### config.mk
export PLATFORM = sky130hd
export DESIGN_NAME = instruction_queue_flat
export DESIGN_NICKNAME = d
export VERILOG_FILES = /design/src/rtl/tomasula_types.sv /design/src/rtl/iq_2_ir.sv /design/src/rtl/instruction_queue.sv /design/src/flat_wrapper.sv
export SDC_FILE = /design/constraint.sdc
export NUM_CORES = 1
export LEC_CHECK = 0
export BUFFER_PORTS_ARGS = -buffer_cell sky130_fd_sc_hd__buf_2
export CORE_MARGIN = 3
export CORE_UTILIZATION = 30
export DETAILED_ROUTE_END_ITERATION = 16
export PLACE_DENSITY = 0.54
export SYNTH_ARGS = -nofsm -noshare
export SYNTH_HDL_FRONTEND = slang
export SYNTH_SLANG_ARGS = --single-unit
### constraint.sdc
create_clock -name clk -period 10.8 [get_ports clk]
set_input_delay 2.16 -clock clk [delete_from_list [all_inputs] [get_ports clk]]
set_output_delay 2.16 -clock clk [all_outputs]
set_load 0.05 [all_outputs]
### src/rtl/tomasula_types.sv
// Shared types for the Tomasulo front end: operation class and the decoded
// control word carried from decode through the instruction queue to dispatch.
package tomasula_types;

  typedef enum logic [3:0] {
    NOP    = 4'd0,
    ALU    = 4'd1,
    ALUI   = 4'd2,
    LOAD   = 4'd3,
    STORE  = 4'd4,
    BRANCH = 4'd5,
    JAL    = 4'd6,
    JALR   = 4'd7,
    LUI    = 4'd8
  } op_t;

  typedef struct packed {
    op_t         op;
    logic [4:0]  rd;
    logic [4:0]  rs1;
    logic [4:0]  rs2;
    logic [31:0] imm;
    logic [31:0] pc;
  } control_word;

endpackage

### src/rtl/iq_2_ir.sv
// Decoder-to-instruction-queue handshake: decoder holds ld_iq and the word
// stable until the queue answers with ack_o in the same cycle.
interface IQ_2_IR;

  logic                        ld_iq;
  tomasula_types::control_word control_word;
  logic                        ack_o;

  modport IQ_SIG (input ld_iq, input control_word, output ack_o);
  modport IR_SIG (output ld_iq, output control_word, input ack_o);

endinterface

### src/rtl/instruction_queue.sv
// Circular FIFO between decode and dispatch: one push and one pop per cycle,
// oldest entry presented combinationally, single-cycle flush.
module instruction_queue
  import tomasula_types::*;
#(
  parameter  int DEPTH = 8,
  localparam int PTR_W = $clog2(DEPTH)
) (
  input  logic             clk,
  input  logic             rst,
  IQ_2_IR.IQ_SIG           iq_ir_itf,
  input  logic             flush_ip,
  input  logic             deq_rdy,
  output logic             deq_valid,
  output control_word      deq_word,
  output logic             full,
  output logic             empty,
  output logic [PTR_W:0]   count
);

  logic [PTR_W-1:0] head;
  logic [PTR_W-1:0] tail;
  control_word      q [DEPTH];
  logic             push;
  logic             pop;

  assign full  = (count == (PTR_W+1)'(DEPTH));
  assign empty = (count == '0);

  // rst is folded in so ack_o reads 0 while reset is held, even with ld_iq up
  assign push            = rst & iq_ir_itf.ld_iq & ~full & ~flush_ip;
  assign iq_ir_itf.ack_o = push;

  assign deq_valid = ~empty;
  assign deq_word  = q[head];
  assign pop       = deq_valid & deq_rdy & ~flush_ip;

  always_ff @(posedge clk or negedge rst) begin
    if (!rst) begin
      head  <= '0;
      tail  <= '0;
      count <= '0;
    end else if (flush_ip) begin
      head  <= '0;
      tail  <= '0;
      count <= '0;
    end else begin
      if (push) tail <= tail + 1'b1;
      if (pop)  head <= head + 1'b1;
      case ({push, pop})
        2'b10:   count <= count + 1'b1;
        2'b01:   count <= count - 1'b1;
        default: count <= count;
      endcase
    end
  end

  // Storage holds no control state, so it is left out of reset
  always_ff @(posedge clk) begin
    if (push) q[tail] <= iq_ir_itf.control_word;
  end

endmodule

### src/flat_wrapper.sv
// flat-port wrapper written by rule: the top's interface ports become plain ports
module instruction_queue_flat import tomasula_types::*;
#(
  parameter  int DEPTH = 8,
  localparam int PTR_W = $clog2(DEPTH)
)
  (clk, rst, flush_ip, deq_rdy, deq_valid, deq_word, full, empty, count, iq_ir_itf_ld_iq, iq_ir_itf_control_word, iq_ir_itf_ack_o);
  IQ_2_IR iq_ir_itf_i ();
  input  logic clk;
  input  logic rst;
  input  logic flush_ip;
  input  logic deq_rdy;
  output logic deq_valid;
  output control_word deq_word;
  output logic full;
  output logic empty;
  output logic [PTR_W:0] count;
  input wire logic [$bits(iq_ir_itf_i.ld_iq)-1:0] iq_ir_itf_ld_iq;
  input wire logic [$bits(iq_ir_itf_i.control_word)-1:0] iq_ir_itf_control_word;
  output wire logic [$bits(iq_ir_itf_i.ack_o)-1:0] iq_ir_itf_ack_o;
  assign iq_ir_itf_i.ld_iq = iq_ir_itf_ld_iq;
  assign iq_ir_itf_i.control_word = iq_ir_itf_control_word;
  assign iq_ir_itf_ack_o = iq_ir_itf_i.ack_o;
  instruction_queue #(.DEPTH(DEPTH)) u_core (.clk(clk), .rst(rst), .iq_ir_itf(iq_ir_itf_i), .flush_ip(flush_ip), .deq_rdy(deq_rdy), .deq_valid(deq_valid), .deq_word(deq_word), .full(full), .empty(empty), .count(count));
endmodule
==> key figures, run 1 <==
Synthesis
  • Seq/Total Area, Yosys: 0.7873
  • Cell taking the most area after synthesis: edfxtp_1
  • Syn_nets: 1133
  • Synth top area cells: edfxtp_1 (78%), mux4_2 (15%), mux2_2 (3.6%), dfrtp_1 (0.98%), buf_6 (0.66%)
  • Primary FF master, synth: edfxtp_1
  • Top cell type's share of synthesized area: 0.7775
  • Synth Register Bits: 674
  • Asr flop ratio synth: 0.01484
  • Post-synthesis cell type count: 39
  • Post-Syn Area per Cell: 24.66 um2
  • YS warnings: 0
  • Synthesized area: 25640 um2
  • Post-synth EDFFs: 664
  • Cells after Synth: 1040

Layout
  • FILL cells: 7687
  • Share of cells above drive strength 1: 0.4298
  • Storage cell area: 20200 um2
  • Synthesis-to-layout area growth: 18.18%
  • Multi-input gate area: 5205 um2
  • Final #Nets: 1359

Global route
  • Gr usage total: 0.1220
  • Total gr overflow: 0
  • Global-route wire length before repair: 80940 um
  • Vias in the first global route: 12.47k
  • Initial antenna violation count: 6
  • Largest net degree at the start of global routing: 92

CTS
  • CTS clk-pin slew, worst paths: 60 ps
  • Worst-Skew Late Latency: 600 ps
  • H-tree levels: 3
  • Clk sinks: 674
  • Cts hold-fix bufs: 0
  • Postcts setup bufs: 0
  • CTS tree: yes
  • Post-CTS Resized: 0
  • Max Root-Sink Buffers: 3
  • Num CTS Buffers: 76
  • Root Buffer: clkbuf_16

Route
  • DR pass1 iterations: 4
  • Routed WL: 54020 um
  • Drt via density: 4.580
  • Vias: 11.27k
  • DRC Markers: 0
  • Final ANT Viol Nets: 0
  • Routed WL per cell: 21.96 um
  • 1st-iter DRT viols: 690

Worst setup path
  • Crit path max fanout: 66
  • Worst path slowest cell: dfrtp_4
  • CP Data Required Time: 8640 ps
  • Worst setup EP type: output pin
  • Crit path largest cell delay: 1020 ps
  • CP startpoint kind: flip-flop
  • WS Path Type: flip-flop to output pin
  • CP arrival: 3580 ps
  • Critical path cell sequence: buf_4 -> mux4_2 -> mux2_2 -> buf_2

Floorplan
  • Die Span Y: 298.4 um
  • Die W: 298.4 um
  • IO Count: 179
  • Die area: 89030 um2
  • Core area: 84220 um2
  • Initial core utilization: 0.3045
  • Row Count: 106

Placed design
  • Post-DP HPWL: 27220 um
  • Routability cong.: 0.6810
  • IO buf count: 178

Pwr
  • Pleak: 9.455 nW
  • Switch Pwr: 0.001817 W
  • Clock Power Share: 0.370
  • Final Power: 0.006627 W
  • Logic pwr share: 0.180
  • Sequential power share: 0.450
  • Internal power: 0.004810 W
  • Switching Fraction: 0.2742
  • PwrDens: 218.7 nW/um2
  • Peak supply drop: 0.0001645 V

STA
  • Setup TNS: 0 ps
  • Period minus WS final: 5741 ps
  • Final slew viol count: 0
  • Max Fclk: 174.2 MHz
  • Slew @ Worst Pin: 1048 ps
  • Final setup violation count: 0
  • Final period utilization: 0.5315
  • RSZ-0062 raised after global routing: no
  • Slew margin rel.: 0.3013
  • Skew final: 15.23 ps
  • Final-report hold violation count: 0

Outcome
  • Status: complete, no violations

Worst hold path
  • Hold Path Class: flip-flop to flip-flop

Flow run
  • Max Cap Viol: 0
[worst paths after layout]
kind | start | end | slack (ps) | cells after the start
worst max register to register | u_core.count[0]$_DFFE_PN0P_ | u_core.q[4][40]$_DFFE_PP_ | 7390 | 5
max in group asynchronous | rst | u_core.head[0]$_DFFE_PN0P_ | 9060 | 1
worst min-delay path | u_core.count[1]$_DFFE_PN0P_ | u_core.count[1]$_DFFE_PN0P_ | 700 | 2
min in group asynchronous | rst | u_core.count[1]$_DFFE_PN0P_ | 1450 | 1
worst min register to register | u_core.count[1]$_DFFE_PN0P_ | u_core.count[1]$_DFFE_PN0P_ | 700 | 2
worst max-delay path | u_core.head[1]$_DFFE_PN0P_ | deq_word[50] | 5060 | 4
[cells in the final DEF (no fill, tap or decap), types with 3 or more instances in the layout]
| cell type | n |
|---|---|
| clkbuf_16 | 77 |
| clkinv_2 | 12 |
| a21oi_1 | 5 |
| mux4_2 | 166 |
| bufinv_16 | 5 |
| inv_6 | 3 |
| buf_2 | 178 |
| mux2_2 | 83 |
| edfxtp_1 | 664 |
| nor3_2 | 5 |
| nor2_1 | 9 |
| buf_4 | 18 |
| clkinv_8 | 3 |
| dfrtp_1 | 7 |
| xor2_1 | 4 |
| nand2_1 | 6 |
| clkinv_1 | 17 |
| ha_1 | 4 |
| clkbuf_1 | 14 |
| nand4_1 | 3 |
| dfrtp_4 | 3 |
[cells in the mapped netlist (2+ instances only)]
master	n
a21oi_1	5
buf_1	4
buf_2	11
buf_6	15
clkbuf_1	19
dfrtp_1	10
edfxtp_1	664
ha_1	4
mux2_2	83
mux2i_1	2
mux4_2	166
nand2_1	6
nand2b_1	2
nand3_1	2
nand4_1	3
nor2_1	11
nor3_1	5
nor3_2	2
nor4_1	2
o21ai_1	2
xor2_1	4
[layout make-up]
type / count / area share
tap: 1134 / 0.04682
clock buffer: 91 / 0.06531
timing repair buffer: 198 / 0.03517
sequential: 674 / 0.6665
multi-input combinational: 314 / 0.1717
inverter: 2 / 0.0002477
antenna: 2 / 0.0001651
clock inverter: 45 / 0.01400
[sequential cells by signal, summed over array words and instances (netlist names)]
name          count
u_core.count      4
u_core.q        664
u_core.head       3
u_core.tail       3
[cells by family (layout without fill, tap and decap cells)]
logic type	Yosys count	count (layout)	share of synthesized area
flip-flops	674	674	0.7873
AND/OR/NAND/NOR	40	40	0.008782
buffers and inverters	52	336	0.01268
adder cells (fa/ha/maj)	5	5	0.002732
other	0	2	0
AO/OA/AOI/OAI	13	13	0.003805
XOR/XNOR	5	5	0.001708
multiplexers	251	251	0.1830
[routing by layer]
| metal | routed length (um) | vias up | track usage |
|---|---|---|---|
| li1 | - | 4939 | - |
| met5 | 26 | - | 0 |
| met1 | 22160 | 6026 | 0.1500 |
| met2 | 28210 | 213 | 0.2141 |
| met3 | 2299 | 86 | 0.02688 |
| met4 | 1316 | 4 | 0.03898 |
[critical path: cells and delay by family (launching register included)]
family                 cells  cell delay, ps
buffers and inverters      2            1110
multiplexers               2             710
flip-flops                 1            1020
[stage by stage]
stage | worst slack [ps] | instance area (um2) | hold slack, ps | util | instances
final | 5059 | 30310 | 699.6 | 0.3599 | 2460
after global routing | 4743 | 30300 | 728.4 | 0.3598 | 2458
after CTS | 4876 | 30300 | 684.2 | 0.3598 | 2458
after detailed placement | 5352 | 27900 | 670.8 | 0.3313 | 2322
after global placement | 5334 | 27900 | 643.8 | 0.3313 | 2322
after floorplan | 2020 | 25660 | 605.1 | - | 1040
[power groups by stage]
stage	combinational [W]	clock (W)	sequential, W
after floorplan	0.000983	0	0.00301
after global placement	0.00121	0	0.00304
after detailed placement	0.00122	0	0.00304
after CTS	0.00123	0.00254	0.00299
after global routing	0.00127	0.00264	0.00299
final	0.00119	0.00245	0.00298
(Power assumes the default switching activity.)
==> run 2, diff against run 1 <==
==> constraint.sdc (replaced) <==
create_clock -name clk -period 5 [get_ports clk]
set_input_delay 1 -clock clk [delete_from_list [all_inputs] [get_ports clk]]
set_output_delay 1 -clock clk [all_outputs]
set_load 0.05 [all_outputs]
==> key figures, run 2 (same netlist as run 1, synthesis figures left out) <==
Worst hold path
  • Hold Path Class: input pin to async pin

CTS
  • CTS clk-pin slew, worst paths: 60 ps
  • Cts hold-fix bufs: 0
  • Num CTS Buffers: 75
  • Root Buffer: clkbuf_16
  • Clk sinks: 674
  • H-tree levels: 3
  • Worst-Skew Late Latency: 590 ps
  • Post-CTS Resized: 0
  • CTS tree: yes
  • Max Root-Sink Buffers: 3
  • Postcts setup bufs: 0

Route
  • DR pass1 iterations: 4
  • Vias: 11.51k
  • DRC Markers: 0
  • Routed WL: 54480 um
  • 1st-iter DRT viols: 683
  • Drt via density: 4.643
  • Final ANT Viol Nets: 0
  • Routed WL per cell: 21.99 um

Pwr
  • Internal power: 0.01044 W
  • Final Power: 0.01437 W
  • Logic pwr share: 0.186
  • Peak supply drop: 0.0002561 V
  • Switch Pwr: 0.003922 W
  • PwrDens: 470.8 nW/um2
  • Pleak: 9.532 nW
  • Switching Fraction: 0.2730
  • Sequential power share: 0.446
  • Clock Power Share: 0.368

Worst setup path
  • CP arrival: 3050 ps
  • Crit path max fanout: 43
  • Crit Reg-Reg Endpoint: u_core.q[5][5]$_DFFE_PP_
  • CP Data Required Time: 4000 ps
  • WS Path Type: flip-flop to output pin
  • Worst setup EP type: output pin
  • Reg2Reg Depth: 4
  • Worst r2r src: u_core.count[0]$_DFFE_PN0P_
  • Flop2flop setup slack: 2030 ps
  • CP startpoint kind: flip-flop

STA
  • RSZ-0062 raised after global routing: no
  • Slew margin rel.: 0.3303
  • Hold slack: 313.8 ps
  • Final slew viol count: 0
  • Final setup violation count: 0
  • Max Fclk: 247.0 MHz
  • Final period utilization: 0.8098
  • Worst Slack Setup Final: 950.9 ps
  • Period minus WS final: 4049 ps
  • Final-report hold violation count: 0
  • Skew final: 15.63 ps
  • Slew @ Worst Pin: 1001 ps

Layout
  • Final #Nets: 1370
  • Synthesis-to-layout area growth: 18.98%
  • Commonest non-fill, non-tap cell in the layout: edfxtp_1
  • Top Registers: u_core.q: 664 flops, u_core.count: 4 flops
  • Highest-count cells in the layout ignoring fill and taps: edfxtp_1 (664), buf_2 (178), mux4_2 (166)
  • Largest register FFs: 664
  • Share of cells above drive strength 1: 0.4346
  • Largest Register: u_core.q
  • FILL cells: 7667

Floorplan
  • Die area: 89030 um2
  • Core area: 84220 um2
  • Die Span Y: 298.4 um
  • Initial core utilization: 0.3045
  • IO Count: 179
  • Die W: 298.4 um
  • Row Count: 106

Global route
  • Largest net degree at the start of global routing: 85
  • Gr usage total: 0.1231
  • Initial antenna violation count: 11
  • Total gr overflow: 0
  • Vias in the first global route: 12.61k
  • Global-route wire length before repair: 82330 um

Placed design
  • Post-DP HPWL: 29540 um
  • Dpl ws: 1377 ps
  • IO buf count: 178
  • Routability cong.: 0.6725

Flow run
  • Max Cap Viol: 0

Outcome
  • Status: complete, no violations
[run 2: cell count changes in the layout (fill, tap and decap cells not counted), moves of 3 or more]
cell     before  now
buf_12        2   11
buf_4        18   21
diode_2       2    7
nor3_2        5    2
nor3_4        0    3
[run 2: how the worst max path moves through the flow]
| stage | from | endpoint | slack, ps | depth (start not counted) |
|---|---|---|---|---|
| floorplan | u_core.count[0]$_DFFE_PN0P_ | u_core.q[1][0]$_DFFE_PP_ | -1420 | 4 |
| global placement | rst | u_core.q[5][77]$_DFFE_PP_ | 1440 | 4 |
| detailed placement | rst | u_core.q[5][77]$_DFFE_PP_ | 1380 | 4 |
| CTS | u_core.head[0]$_DFFE_PN0P_ | deq_word[19] | 830 | 5 |
| global route | u_core.head[0]$_DFFE_PN0P_ | deq_word[40] | 750 | 5 |
| finish | u_core.head[0]$_DFFE_PN0P_ | deq_word[52] | 950 | 5 |
[run 2: critical path: stages, from the launching register on]
cell	delay, ps
dfrtp_4	670
buf_12	300
buf_12	350
mux4_2	550
mux2_2	300
buf_2	220
[run 2: final cells by class]
class	instances	area (um2)	share of cell area
diodes	7	17.52	0.0005741
clock buffers	93	1976	0.06475
clock inverters	44	400.4	0.01312
inverters	2	7.507	0.0002460
multi-input cells	314	5224	0.1712
flip-flops and latches	674	20200	0.6620
well taps	1134	1419	0.04650
repair buffers	210	1269	0.04158
[run 2: layer usage]
layer  up-vias  share of wire  track usage
met5         -         0.0016            0
met4        12          0.025      0.03910
met3       104          0.053      0.03109
met2       256           0.50       0.2049
met1      6172           0.42       0.1586
li1       4962              -            -
[run 2: power by group through the flow]
stage / registers [W] / clock network (W) / logic, W
after floorplan: 0.00651 / 0 / 0.00212
after global placement: 0.00653 / 0 / 0.00271
after detailed placement: 0.00653 / 0 / 0.00272
after CTS: 0.00641 / 0.00548 / 0.00273
after global routing: 0.00642 / 0.00570 / 0.00284
final: 0.00640 / 0.00529 / 0.00267
[run 2: per-stage QoR]
step | instances | area, um2 | TNS [ps] | util
2_1_floorplan | 1040 | 25680 | -428090 | -
3_3_place_gp | 2334 | 28120 | 0 | 0.3339
3_5_place_dp | 2334 | 28120 | 0 | 0.3339
4_1_cts | 2471 | 30500 | 0 | 0.3621
5_1_grt | 2472 | 30500 | 0 | 0.3621
6_report | 2478 | 30510 | 0 | 0.3623
